`config.mk`:
```
export PLATFORM = sky130hd
export DESIGN_NAME = pipe_stream_gen
export DESIGN_NICKNAME = d
export VERILOG_FILES = /design/src/rtl/pipe_gen_pkg.sv /design/src/rtl/lfsr_gen.sv /design/src/rtl/pipe_stream_gen.sv
export SDC_FILE = /design/constraint.sdc
export NUM_CORES = 1
export LEC_CHECK = 0
export BUFFER_PORTS_ARGS = -buffer_cell sky130_fd_sc_hd__buf_4
export CAP_MARGIN = 20
export CELL_PAD_IN_SITES_DETAIL_PLACEMENT = 0
export CELL_PAD_IN_SITES_GLOBAL_PLACEMENT = 1
export CORE_ASPECT_RATIO = 1.1
export CORE_MARGIN = 10
export CORE_UTILIZATION = 40
export DETAILED_ROUTE_END_ITERATION = 7
export PLACE_DENSITY_LB_ADDON = 0.1
export SLEW_MARGIN = 20
export SYNTH_ARGS = -nofsm -noshare
export SYNTH_HDL_FRONTEND = slang
export SYNTH_SLANG_ARGS = --single-unit
```
`constraint.sdc`:
```
create_clock -name clk_i -period 8.7 [get_ports clk_i]
set_input_delay 1.74 -clock clk_i [delete_from_list [all_inputs] [get_ports clk_i]]
set_output_delay 1.74 -clock clk_i [all_outputs]
set_load 0.05 [all_outputs]
```
`src/rtl/pipe_gen_pkg.sv`:
```
// pipe_gen_pkg: shared FSM state type and LFSR feedback taps for the pipe stream generator.
package pipe_gen_pkg;

    typedef enum logic [1:0] {IDLE, LEAD, PIPE, SPACE} state_e;

    // Maximal-length feedback taps, bit (n-1) set for tap n.
    function automatic logic [15:0] lfsr_taps(input int unsigned w);
        case (w)
            5:       return 16'h0014;
            6:       return 16'h0030;
            7:       return 16'h0060;
            8:       return 16'h00B8;
            9:       return 16'h0110;
            10:      return 16'h0240;
            11:      return 16'h0500;
            12:      return 16'h0829;
            13:      return 16'h100D;
            14:      return 16'h2015;
            15:      return 16'h6000;
            16:      return 16'hD008;
            default: return 16'h00B8;
        endcase
    endfunction

endpackage

```
`src/rtl/lfsr_gen.sv`:
```
// lfsr_gen: free-running Fibonacci LFSR that reloads its seed if it ever locks at zero.
module lfsr_gen
    import pipe_gen_pkg::*;
#(
    parameter int unsigned          LFSR_W = 8,
    parameter logic [LFSR_W-1:0]    SEED   = 8'hA5,
    parameter int unsigned          OUT_W  = 4
) (
    input  logic             clk_i,
    input  logic             rst_ni,
    output logic [OUT_W-1:0] raw_o
);

    localparam logic [LFSR_W-1:0] TAPS = LFSR_W'(lfsr_taps(LFSR_W));

    logic [LFSR_W-1:0] lfsr_q, lfsr_d;

    assign lfsr_d = (lfsr_q == '0) ? SEED : {lfsr_q[LFSR_W-2:0], ^(lfsr_q & TAPS)};
    assign raw_o  = lfsr_q[OUT_W-1:0];

    always_ff @(posedge clk_i or negedge rst_ni) begin
        if (!rst_ni) lfsr_q <= SEED;
        else         lfsr_q <= lfsr_d;
    end

endmodule

```
`src/rtl/pipe_stream_gen.sv`:
```
// pipe_stream_gen: scrolling column stream of random-gap pipes and spacing for the LED matrix.
module pipe_stream_gen
    import pipe_gen_pkg::*;
#(
    parameter int unsigned       ROWS       = 16,
    parameter int unsigned       GAP_MAX    = 6,
    parameter int unsigned       GAP_MIN    = 3,
    parameter int unsigned       PIPE_WIDTH = 2,
    parameter int unsigned       SPACING    = 3,
    parameter int unsigned       MAX_STEP   = 4,
    parameter int unsigned       LFSR_W     = 8,
    parameter logic [LFSR_W-1:0] SEED       = 8'hA5,
    parameter int unsigned       CNT_W      = 8
) (
    input  logic                    clk_i,
    input  logic                    rst_ni,
    input  logic                    enable_i,
    input  logic                    tick_i,
    input  logic [1:0]              mode_i,
    output logic [ROWS-1:0]         column_o,
    output logic                    column_valid_o,
    output logic                    pipe_start_o,
    output logic [$clog2(ROWS)-1:0] gap_pos_o,
    output logic [CNT_W-1:0]        pipes_emitted_o
);

    localparam int unsigned PW = $clog2(ROWS);
    localparam int unsigned AW = $clog2(ROWS + MAX_STEP + 1) + 1;
    localparam int unsigned CW = $clog2((SPACING > PIPE_WIDTH ? SPACING : PIPE_WIDTH) + 1);

    state_e            state_q;
    logic [CW-1:0]     cnt_q;
    logic [ROWS-1:0]   column_q, column_d;
    logic              valid_q, start_q;
    logic [PW-1:0]     gap_pos_q, pos_d, raw;
    logic [CNT_W-1:0]  pipes_q, pipes_d;
    logic [AW-1:0]     gap, max_pos, cand, lo, hi, stepped;

    lfsr_gen #(.LFSR_W(LFSR_W), .SEED(SEED), .OUT_W(PW)) u_lfsr (
        .clk_i  (clk_i),
        .rst_ni (rst_ni),
        .raw_o  (raw)
    );

    // Out-of-range raw values fold back into [0, max_pos] rather than being rejected.
    always_comb begin
        gap      = (AW'(GAP_MAX) < AW'(GAP_MIN) + AW'(mode_i)) ? AW'(GAP_MIN) : AW'(GAP_MAX) - AW'(mode_i);
        max_pos  = AW'(ROWS) - gap;
        cand     = (AW'(raw) > max_pos) ? AW'(raw) - max_pos - 1'b1 : AW'(raw);
        lo       = (AW'(gap_pos_q) > AW'(MAX_STEP)) ? AW'(gap_pos_q) - AW'(MAX_STEP) : '0;
        hi       = AW'(gap_pos_q) + AW'(MAX_STEP);
        stepped  = (cand < lo) ? lo : ((cand > hi) ? hi : cand);
        pos_d    = PW'((stepped > max_pos) ? max_pos : stepped);
        column_d = ~(((ROWS'(1) << gap) - ROWS'(1)) << pos_d);
        pipes_d  = (&pipes_q) ? pipes_q : pipes_q + 1'b1;
    end

    always_ff @(posedge clk_i or negedge rst_ni) begin
        if (!rst_ni) begin
            state_q   <= IDLE;
            cnt_q     <= '0;
            column_q  <= '0;
            valid_q   <= 1'b0;
            start_q   <= 1'b0;
            gap_pos_q <= '0;
            pipes_q   <= '0;
        end else begin
            valid_q <= 1'b0;
            start_q <= 1'b0;
            if (!enable_i) begin
                state_q  <= IDLE;
                cnt_q    <= '0;
                column_q <= '0;
            end else if (tick_i) begin
                valid_q  <= 1'b1;
                cnt_q    <= cnt_q + 1'b1;
                column_q <= '0;
                case (state_q)
                    IDLE: begin
                        state_q   <= LEAD;
                        cnt_q     <= CW'(1);
                        pipes_q   <= '0;
                        gap_pos_q <= PW'((ROWS - GAP_MAX) / 2);
                    end
                    LEAD, SPACE: begin
                        if (cnt_q == CW'(SPACING)) begin
                            state_q   <= PIPE;
                            cnt_q     <= CW'(1);
                            column_q  <= column_d;
                            gap_pos_q <= pos_d;
                            start_q   <= 1'b1;
                            if (PIPE_WIDTH == 1) pipes_q <= pipes_d;
                        end
                    end
                    PIPE: begin
                        if (cnt_q == CW'(PIPE_WIDTH)) begin
                            state_q <= SPACE;
                            cnt_q   <= CW'(1);
                        end else begin
                            column_q <= column_q;
                            if (cnt_q == CW'(PIPE_WIDTH - 1)) pipes_q <= pipes_d;
                        end
                    end
                    default: state_q <= IDLE;
                endcase
            end
        end
    end

    assign column_o        = column_q;
    assign column_valid_o  = valid_q;
    assign pipe_start_o    = start_q;
    assign gap_pos_o       = gap_pos_q;
    assign pipes_emitted_o = pipes_q;

endmodule

```
# Yosys cells after proc, flatten, opt, wreduce, memory -nomap -nowiden
# Index checks and enable logic that the tools add are counted.
dict set report totals {
  inputBits 6
  out_inout_bits 30
  ff_bits 42
}
dict set report classes {
  reduce_logical 11
  shifts 2
  n_eq_ne 13
  n_addsub 10
  muxes 34
  magnitude_cmp 6
  bitwise_logic 1
}
# cell count
set ops {}
lappend ops {{16-bit 2-to-1 mux} 4}
lappend ops {{8-bit 2-to-1 mux} 4}
lappend ops {{16-bit case mux with 2 select lines} 1}
lappend ops {{6-bit 2-to-1 mux} 5}
lappend ops {{2-bit 2-to-1 mux} 8}
lappend ops {{16-bit inverter} 1}
lappend ops {{8-bit case mux with 2 select lines} 1}
lappend ops {{1-bit by 6-bit << shifter with 16-bit output (first input constant)} 1}
lappend ops {{16-bit by 4-bit << shifter with 16-bit output} 1}
lappend ops {{16-bit by 2-bit subtractor with 16-bit output (second input constant)} 1}
lappend ops {{2-bit case mux with 3 select lines} 2}
lappend ops {{8-bit by 1-bit adder with 8-bit output (second input constant)} 1}
lappend ops {{2-bit == test (second input constant)} 4}
lappend ops {{8-bit zero test} 1}
lappend ops {{4-bit 2-to-1 mux} 2}
lappend ops {{2-bit != test (second input constant)} 4}
lappend ops {{4-bit case mux with 2 select lines} 1}
lappend ops {{8-bit AND reduction} 1}
lappend ops {{8-bit XOR reduction} 1}
lappend ops {{4-bit by 6-bit > comparator with 1-bit output} 1}
lappend ops {{6-bit by 5-bit > comparator with 1-bit output} 1}
lappend ops {{6-bit > comparator} 1}
lappend ops {{6-bit less-than comparator} 1}
lappend ops {{1-bit 2-to-1 mux} 6}
lappend ops {{20 further kinds} 23}

# Depth between registers and ports, before layout
# Gate-level depths: netlist of the first run.
dict set report logic_depth {
  word_depth 18
  ltp_mapped 30
}

# By module
# A second synthesis of the first run with hierarchy kept.
dict set report hier_totals {
  cells_unflattened 445
  hier_area_um2 3875.0
}
# mod cells_each n_inst area_per_inst_um2
set by_module_without_submodules {}
lappend by_module_without_submodules {pipe_stream_gen 419 1 3533.4}
lappend by_module_without_submodules {lfsr_gen 26 1 341.6}

# Least setup slack after synthesis of the first run
# No wires, ideal clock.
dict set report synth_path {
  kind {input-to-reg}
  start {input port mode_i[0]}
  end {register column_q[12] (netlist: column_o[12])}
  setup_ns 0.126
  arrival_time_ns 7.648
  setup_slack_ns 0.926
  path_buffers 0
  required_time_ns 8.574
  path_stages 27
  path_cell_list {inv_1 ha_1 ha_1 inv_1 ha_1 or2_1 o311ai_2 maj3_2 nor2_1 mux2_2 ha_1 nor2b_1 o21ai_0 a21oi_1 nor2_1 mux2i_1 mux2i_4 ha_1 a21o_1 a21oi_1 o21ai_0 o31a_1 nor3_2 mux2_2 mux2i_1 a21oi_1 a221o_1}
}
dict set report synth_via {
  elab_chain_cells 18
  elab_cells_between_ends 23
  cone_classes {add/sub: 6; order compare: 5; shift: 2; mux: 9; bitwise: 1}
}
# element line
set synth_lines {}
lappend synth_lines {{start: declaration} pipe_stream_gen.sv:19} ;# input logic [1:0] mode_i,
lappend synth_lines {{2-bit by 2-bit adder with 3-bit output} pipe_stream_gen.sv:47} ;# gap = (AW'(GAP_MAX) < AW'(GAP_MIN) + AW'(mode_i)) ? AW'(GAP_MIN) : AW'(GAP_MAX) - AW'(mode_i);
lappend synth_lines {{3-bit less-than comparator} pipe_stream_gen.sv:47}
lappend synth_lines {{6-bit 2-to-1 mux (*)} pipe_stream_gen.sv:47}
lappend synth_lines {{5-bit by 6-bit subtractor with 6-bit output} pipe_stream_gen.sv:48} ;# max_pos = AW'(ROWS) - gap;
lappend synth_lines {{4-bit by 6-bit subtractor with 6-bit output} pipe_stream_gen.sv:49} ;# cand = (AW'(raw) > max_pos) ? AW'(raw) - max_pos - 1'b1 : AW'(raw);
lappend synth_lines {{6-bit by 1-bit subtractor with 6-bit output} pipe_stream_gen.sv:49}
lappend synth_lines {{6-bit 2-to-1 mux} pipe_stream_gen.sv:49}
lappend synth_lines {{6-bit by 5-bit > comparator with 1-bit output} pipe_stream_gen.sv:52} ;# stepped = (cand < lo) ? lo : ((cand > hi) ? hi : cand);
lappend synth_lines {{6-bit 2-to-1 mux (2 in a row)} pipe_stream_gen.sv:52}
lappend synth_lines {{6-bit > comparator} pipe_stream_gen.sv:53} ;# pos_d = PW'((stepped > max_pos) ? max_pos : stepped);
lappend synth_lines {{4-bit 2-to-1 mux} pipe_stream_gen.sv:53}
lappend synth_lines {{16-bit by 4-bit << shifter with 16-bit output (*)} pipe_stream_gen.sv:54} ;# column_d = ~(((ROWS'(1) << gap) - ROWS'(1)) << pos_d);
lappend synth_lines {{16-bit inverter (*)} pipe_stream_gen.sv:54}
lappend synth_lines {{16-bit 2-to-1 mux (*)} pipe_stream_gen.sv:86} ;# if (cnt_q == CW'(SPACING)) begin
lappend synth_lines {{16-bit case mux with 2 select lines (*)} pipe_stream_gen.sv:78} ;# case (state_q)
lappend synth_lines {{16-bit 2-to-1 mux (*)} pipe_stream_gen.sv:74} ;# end else if (tick_i) begin
lappend synth_lines {{16-bit 2-to-1 mux (*)} pipe_stream_gen.sv:70} ;# if (!enable_i) begin
lappend synth_lines {{end signal: assignment} pipe_stream_gen.sv:89} ;# column_q <= column_d;
lappend synth_lines {{end signal: assignment} pipe_stream_gen.sv:100} ;# column_q <= column_q;
lappend synth_lines {{end: declaration} pipe_stream_gen.sv:33} ;# logic [ROWS-1:0] column_q, column_d;
# Mark *: on every way between the ends. The rest lies on a longest branch, timed or not. The select of a mux whose other input is x is not followed.
# A chain may end at the register's enable or synchronous reset.

# Final worst setup path of the first run
dict set report layout_path {
  start {input port mode_i[0]}
  end {register column_q[11] (netlist: column_o[11])}
}
# Same word-level chain as after synthesis.

==> results of run 1 <==
-- per-stage QoR --
step           utilization [%]  setup WS [ns]
2_1_floorplan                -         0.9264
3_3_place_gp             45.73         0.1910
3_5_place_dp             45.73         0.1678
4_1_cts                  46.98         0.4393
5_1_grt                  47.01        0.02133
6_report                 47.01         0.5313
-- cell usage after synthesis, types with 5 or more instances --
library cell / n / share of area (%)
nor2_1: 36 / 3.8
dfrtp_1: 38 / 26
a22o_1: 6 / 1.5
clkbuf_1: 10 / 1.0
nand2b_1: 7 / 1.2
nand2_1: 39 / 4.1
or3_1: 5 / 0.87
nor2b_1: 7 / 1.2
mux2i_1: 12 / 3.3
nor3_1: 13 / 1.8
xnor2_1: 8 / 2.0
nand3_1: 12 / 1.7
a21oi_1: 20 / 2.8
mux2_2: 5 / 1.6
inv_1: 24 / 2.5
a31oi_1: 5 / 0.87
ha_1: 37 / 13
o21ai_0: 16 / 2.2
-- registers in the layout, summed over array words and instances (netlist names) --
| name | flops |
|---|---|
| column_valid_o | 1 |
| pipes_emitted_o | 8 |
| gap_pos_o | 4 |
| pipe_start_o | 1 |
| state_q | 2 |
| column_o | 16 |
| cnt_q | 2 |
| u_lfsr.lfsr_q | 8 |
-- layout make-up --
type                    count  area share [%]
flip-flops and latches     42           25.44
well taps                 114           3.437
clock inverters             2          0.9044
inverters                  25           2.261
multi-input cells         325           57.16
repair buffers             50           9.044
clock buffers               6           1.749
-- layout by cell type (no fill, tap or decap), drive strengths merged, types with 4 or more instances in the layout --
master / Yosys / routed
a21oi: 21 / 21
nand2b: 7 / 7
nor2b: 7 / 7
mux2: 8 / 8
nand4: 4 / 4
xnor2: 8 / 8
o31ai: 4 / 4
a211oi: 5 / 5
nor2: 38 / 38
clkbuf: 10 / 6
a221o: 4 / 4
nand3: 13 / 13
o21ai: 19 / 19
dfstp: 4 / 4
nand2: 39 / 39
buf: 5 / 50
xor2: 4 / 4
ha: 37 / 37
dfrtp: 38 / 38
a31oi: 5 / 5
a2bb2oi: 4 / 4
inv: 25 / 25
a22o: 6 / 6
nor3: 15 / 15
a21o: 4 / 4
mux2i: 15 / 15
or3: 6 / 6
-- worst register-to-register path, delay by kind of cell (launching register included) --
| family | cells | cell delay, ns |
|---|---|---|
| AND/OR/NAND/NOR | 6 | 1.76 |
| buffers and inverters | 1 | 0.08 |
| flip-flops | 1 | 0.59 |
| AO/OA/AOI/OAI | 10 | 2.12 |
| multiplexers | 3 | 0.95 |
| adder cells (fa/ha/maj) | 3 | 1.01 |
-- logic make-up (layout without fill, tap and decap cells) --
group / after synthesis / count (layout) / synth area share, %
AO/OA/AOI/OAI: 104 / 104 / 21.33
AND/OR/NAND/NOR: 145 / 145 / 20.00
adder cells (fa/ha/maj): 40 / 40 / 14.08
other: 1 / 1 / 0.1044
XOR/XNOR: 12 / 12 / 2.927
multiplexers: 23 / 23 / 7.561
buffers and inverters: 40 / 83 / 4.599
flip-flops: 42 / 42 / 29.41
-- how the worst max path moves through the flow --
stage               startpoint  slack (ns)            to
floorplan            mode_i[0]        0.93  column_o[12]
global placement     mode_i[0]        0.19  column_o[14]
detailed placement   mode_i[0]        0.17  column_o[11]
CTS                  mode_i[0]        0.44  column_o[11]
global route         mode_i[0]        0.02  column_o[14]
finish               mode_i[0]        0.53  column_o[11]
-- per-layer routing --
layer | GRT usage (%) | vias to the layer above | wire length [um] | share of wire, %
met3 | 2.481 | 6 | 395 | 4.2
met4 | 3.617 | 0 | 80 | 0.85
met2 | 24.45 | 60 | 4588 | 48
met5 | 0 | - | 0 | 0
li1 | - | 1567 | - | -
met1 | 18.91 | 1482 | 4398 | 46
-- where the power goes --
part           internal, mW  switching [mW]  leakage (nW)  total (mW)
combinational         0.199           0.292          1.39       0.491
sequential            0.198         0.00506         0.552       0.203
clock                0.0857          0.0700        0.0514       0.156
-- what timing repair did --
action                                  CTS  global route
endpoints found under the hold margin     0             0
resized for setup                         0             1
endpoints found under the setup margin    0             6
==> results_dict.tcl, run 1 <==
set metrics [dict create \
    crit_path_top_delay_cell "or4_1" \
    fin_nets 493 \
    die_y_um 119.4 \
    seqCellArea_um2 1056 \
    r2r-end "column_o[11]" \
    grt_max_degree 43 \
    via_count 3115 \
    post_route_cells_drive_above_1_share_pct 19.56 \
    fmax_mhz 122.4 \
    outcome "finished, final reports clean" \
    synthesis.nets 451 \
    worst_hold_slack_ns 0.4483 \
    ys_ff_latch 42 \
    slowest_delay_ns 0.53 \
    finalHoldViolCount 0 \
    initial_utilization_pct 40.67 \
    antenna_found_initial 0 \
    cts_buffers 5 \
    min_path_type "register to register" \
    wl_um 9463 \
    dpl.cell_count 556 \
    postRouteAntennaNets 0 \
    fillers 897 \
    core_um2 8828 \
    instances_no_fill 564 \
    p_leak_nw 1.992 \
    clkSlewWorstSetupHoldPaths_ns 0.09 \
    drcViolationCount 0 \
    start_kind "input port" \
    n_antenna_cell 0 \
    power.total_uw 849.9 \
    grt_usage_pct 14.63 \
    async_reset_ff_share_pct 100.0 \
    setup_violations 0 \
    cts.sinks 42 \
    drtIter0Drc 122 \
    r2r_slack_ns 2.12 \
    cts_tree "built" \
    fin_setup_tns_ns 0 \
    io_pins 36 \
    synth_cells 407 \
    drv_slew 0 \
    grt_first_pass_wirelength_um 15780 \
    power.density_nw_per_um2 204.8 \
    clk_latency_ns 0.29 \
    min_path_cells 0 \
    syn-cell-area_um2 3591 \
    cp.depth 26 \
    post-route-min-period_ns 8.169 \
    end_kind "register" \
    postCtsSetupRepairBufs 0 \
    cts_max_level 2 \
    fin_skew_ns 0.01109 \
    yosys_warnings 0 \
    yosysUniqueCellTypes 73 \
    critPathKind "input port to register" \
    holdBufCountCts 0 \
    design_area_um2 4150 \
    rows 36 \
    whs_endpoint "u_lfsr.lfsr_q[1]" \
    port_buffers 35 \
    clk_root_buffer_cell "clkbuf_8" \
    dp_hpwl_um 7539 \
    relSlewSlack_pct 52.04 \
    syn_avg_cell_area_um2 8.823 \
    period_share_pct 93.89 \
    grt_pass1_vias 3041 \
    hp-start "u_lfsr.lfsr_q[0]" \
    ys_seq_area_share_pct 29.41 \
    wl_per_cell_um 16.78 \
    ctsLongestPathBuffers 2 \
    path_max_fanout 11 \
    worst-slew-pin-transition_ns 0.7174 \
    reg2regPathDepth 23 \
    dieArea_um2 13170 \
    cp_common_cell "ha_1" \
    die_width_um 110.3 \
    ir_worst_vdd_uv 98.40 \
    yosys_most_used_dff "dfrtp_1" \
    gp_congestion 0.8445 \
    grt-ovfl-total 0 \
    routed_via_density 5.523 \
    synth_edf_count 0 \
    cp_data_required_time_ns 8.93 \
    syn2layout_area_growth_pct 15.57 \
    rsz0062_at_grt "false" \
    crit_family "compound AO/OA/AOI/OAI gates" \
    drt-pass1-iter-count 6 \
    path_buf_inv 2 \
    r2r-start "u_lfsr.lfsr_q[0]" \
    arrival_ns 8.39 \
    placed_area_um2 4038 \
    drv_cap 0 \
    multiInputGateArea_um2 2372 \
]
Power figures use the tool's default switching activity.
==> inputs of run 2 (changes only) <==
Settings changed: SYNTH_HIERARCHICAL from default to 1.
==> results_dict.tcl, run 2 <==
set metrics [dict create \
    final_util_pct 46.86 \
    mostFrequentLayoutCells "buf_4 (52), nand2_1 (44), nor2_1 (39)" \
    grt_max_degree 43 \
    outcome "finished, final reports clean" \
    grt_pass1_vias 3464 \
    fmax_mhz 121.1 \
    combPwrFrac_pct 62.0 \
    yosysUniqueCellTypes 79 \
    end_kind "register" \
    p_leak_nw 2.008 \
    worst-slew-pin-transition_ns 0.8698 \
    dieArea_um2 14030 \
    setup_violations 0 \
    largest_reg_flops 16 \
    synth_cells 445 \
    power.density_nw_per_um2 193.2 \
    n_antenna_cell 0 \
    synth_most_common_cell "nand2_1" \
    fin_skew_ns 0.002933 \
    arrival_ns 8.45 \
    ys_ff_latch 42 \
    rows 37 \
    cp_data_required_time_ns 8.89 \
    cts.sinks 42 \
    crit_path_top_delay_cell "ha_2" \
    die_width_um 113.8 \
    clk_root_buffer_cell "clkbuf_8" \
    antenna_found_initial 0 \
    wl_met3_um 428 \
    postRouteAntennaNets 0 \
    fin_nets 526 \
    post-route-min-period_ns 8.259 \
    async_reset_ff_share_pct 100.0 \
    synth_largest_area_cell "dfrtp_1" \
    clk_latency_ns 0.30 \
    ys_seq_area_share_pct 27.25 \
    power.total_uw 851.1 \
    yosysTopAreaCellShare_pct 24.54 \
    yosys-top-cells-count "nand2_1 (44), nor2_1 (39), dfrtp_1 (38)" \
    routed_via_density 5.740 \
    seqPwrFrac_pct 23.5 \
    grt_first_pass_wirelength_um 17710 \
    syn2layout_area_growth_pct 13.66 \
    ctsLongestPathBuffers 2 \
    grt-ovfl-total 0 \
    path_max_fanout 9 \
    synth.area.top_cells "dfrtp_1 (25%), ha_1 (12%), nand2_1 (4.3%), o21ai_0 (3.9%), nor2_1 (3.8%)" \
    cp_common_cell "ha_1" \
    yosys_most_used_dff "dfrtp_1" \
    wl_met2_um 4942 \
    highest-signal-layer "met4" \
    swShare_pct 45.41 \
    drv_cap 0 \
    dp_hpwl_um 8207 \
    io_pins 36 \
    cts_buffers 5 \
    rsz0062_at_grt "false" \
    via_count 3438 \
    initial_utilization_pct 41.23 \
    wl_met1_um 5016 \
    worst_hold_slack_ns 0.4457 \
    synth_edf_count 0 \
    syn_avg_cell_area_um2 8.708 \
    grt_usage_pct 15.37 \
    ir_worst_vdd_uv 141.3 \
    period_share_pct 94.93 \
    instances_no_fill 599 \
    start_kind "input port" \
    clkSlewWorstSetupHoldPaths_ns 0.08 \
    cts_max_level 2 \
    p_int_uw 464.6 \
    slowest_delay_ns 0.45 \
    cts_tree "built" \
    relSlewSlack_pct 41.19 \
    finalHoldViolCount 0 \
    final_common_cell "buf_4" \
    critPathKind "input port to register" \
    synthesis.nets 489 \
    clkPwrFrac_pct 14.5 \
    port_buffers 35 \
    gp_congestion 0.8766 \
    finalWorstSetupSlack_ns 0.4411 \
    dpl.cell_count 589 \
    post_route_cells_drive_above_1_share_pct 20.33 \
    syn-cell-area_um2 3875 \
    holdBufCountCts 0 \
    place_ws_ns -0.02281 \
    drcViolationCount 0 \
    min_path_type "register to register" \
    netSwitchingPower_uw 386.5 \
    wl_per_cell_um 17.57 \
    core_um2 9398 \
    die_y_um 123.2 \
    drtIter0Drc 229 \
    yosys_warnings 6 \
    drv_slew 0 \
    wl_um 10520 \
    drt-pass1-iter-count 5 \
]
run 2: critical path, delay by kind of cell:
family          cells  cell delay (ns)
compound gates     12             2.76
mux                 1             0.42
buf+inv             4             0.41
fa+ha+maj           5             1.65
simple gates        6             1.48
run 2: area by class of cell:
cell class,count,area (um2)
tap,117,146.4
fill,933,4994
timing repair buffer,53,410.4
multi-input combinational,355,2616
inverter,25,95.09
clock inverter,1,7.507
sequential,42,1056
clock buffer,6,72.57
run 2: repair_timing:
action                                  4_1_cts  5_1_grt
endpoints found under the setup margin        0       16
gates resized for setup                       0        8
setup buffers                                 0        3
run 2: kinds of logic (layout without fill, tap and decap cells):
logic type	after synthesis	in the layout	synth area share, %
DFF	42	42	27.25
muxes	20	20	5.392
buffers and inverters	48	85	6.071
AOI/OAI and AO/OA	135	135	26.03
other	1	1	0.09678
and+or+nand+nor	151	151	20.08
xor gates and xnor gates	10	10	2.616
adders and majority gates	38	38	12.46
run 2: routing by layer:
metal,track usage (%),vias to the layer above
met5,0,-
met4,5.016,0
met3,3.149,11
met2,24.68,70
met1,20.24,1650
li1,-,1707
run 2: per-stage QoR:
step | TNS [ns] | cell area, um2
2_1_floorplan | 0 | 3875
3_3_place_gp | 0 | 4269
3_5_place_dp | -0.02281 | 4269
4_1_cts | 0 | 4349
5_1_grt | 0 | 4404
6_report | 0 | 4404
run 2: power groups by stage:
stage | sequential [mW] | combinational, mW | clock [mW]
6_report | 0.200 | 0.528 | 0.123
5_1_grt | 0.201 | 0.581 | 0.138
3_5_place_dp | 0.204 | 0.500 | 0
2_1_floorplan | 0.207 | 0.367 | 0
4_1_cts | 0.200 | 0.503 | 0.130
3_3_place_gp | 0.204 | 0.506 | 0
run 2: worst paths after layout:
path | startpoint | end | slack, ns | cells after the start
min reg2reg | u_lfsr/lfsr_q[2] | u_lfsr/lfsr_q[3] | 0.45 | 0
min in group asynchronous | rst_ni | pipes_emitted_o[2] | 1.42 | 1
min | u_lfsr/lfsr_q[2] | u_lfsr/lfsr_q[3] | 0.45 | 0
max in group asynchronous | rst_ni | u_lfsr/lfsr_q[0] | 6.91 | 1
max reg2reg | u_lfsr/lfsr_q[0] | column_o[11] | 2.21 | 24
max | mode_i[0] | column_o[11] | 0.44 | 28
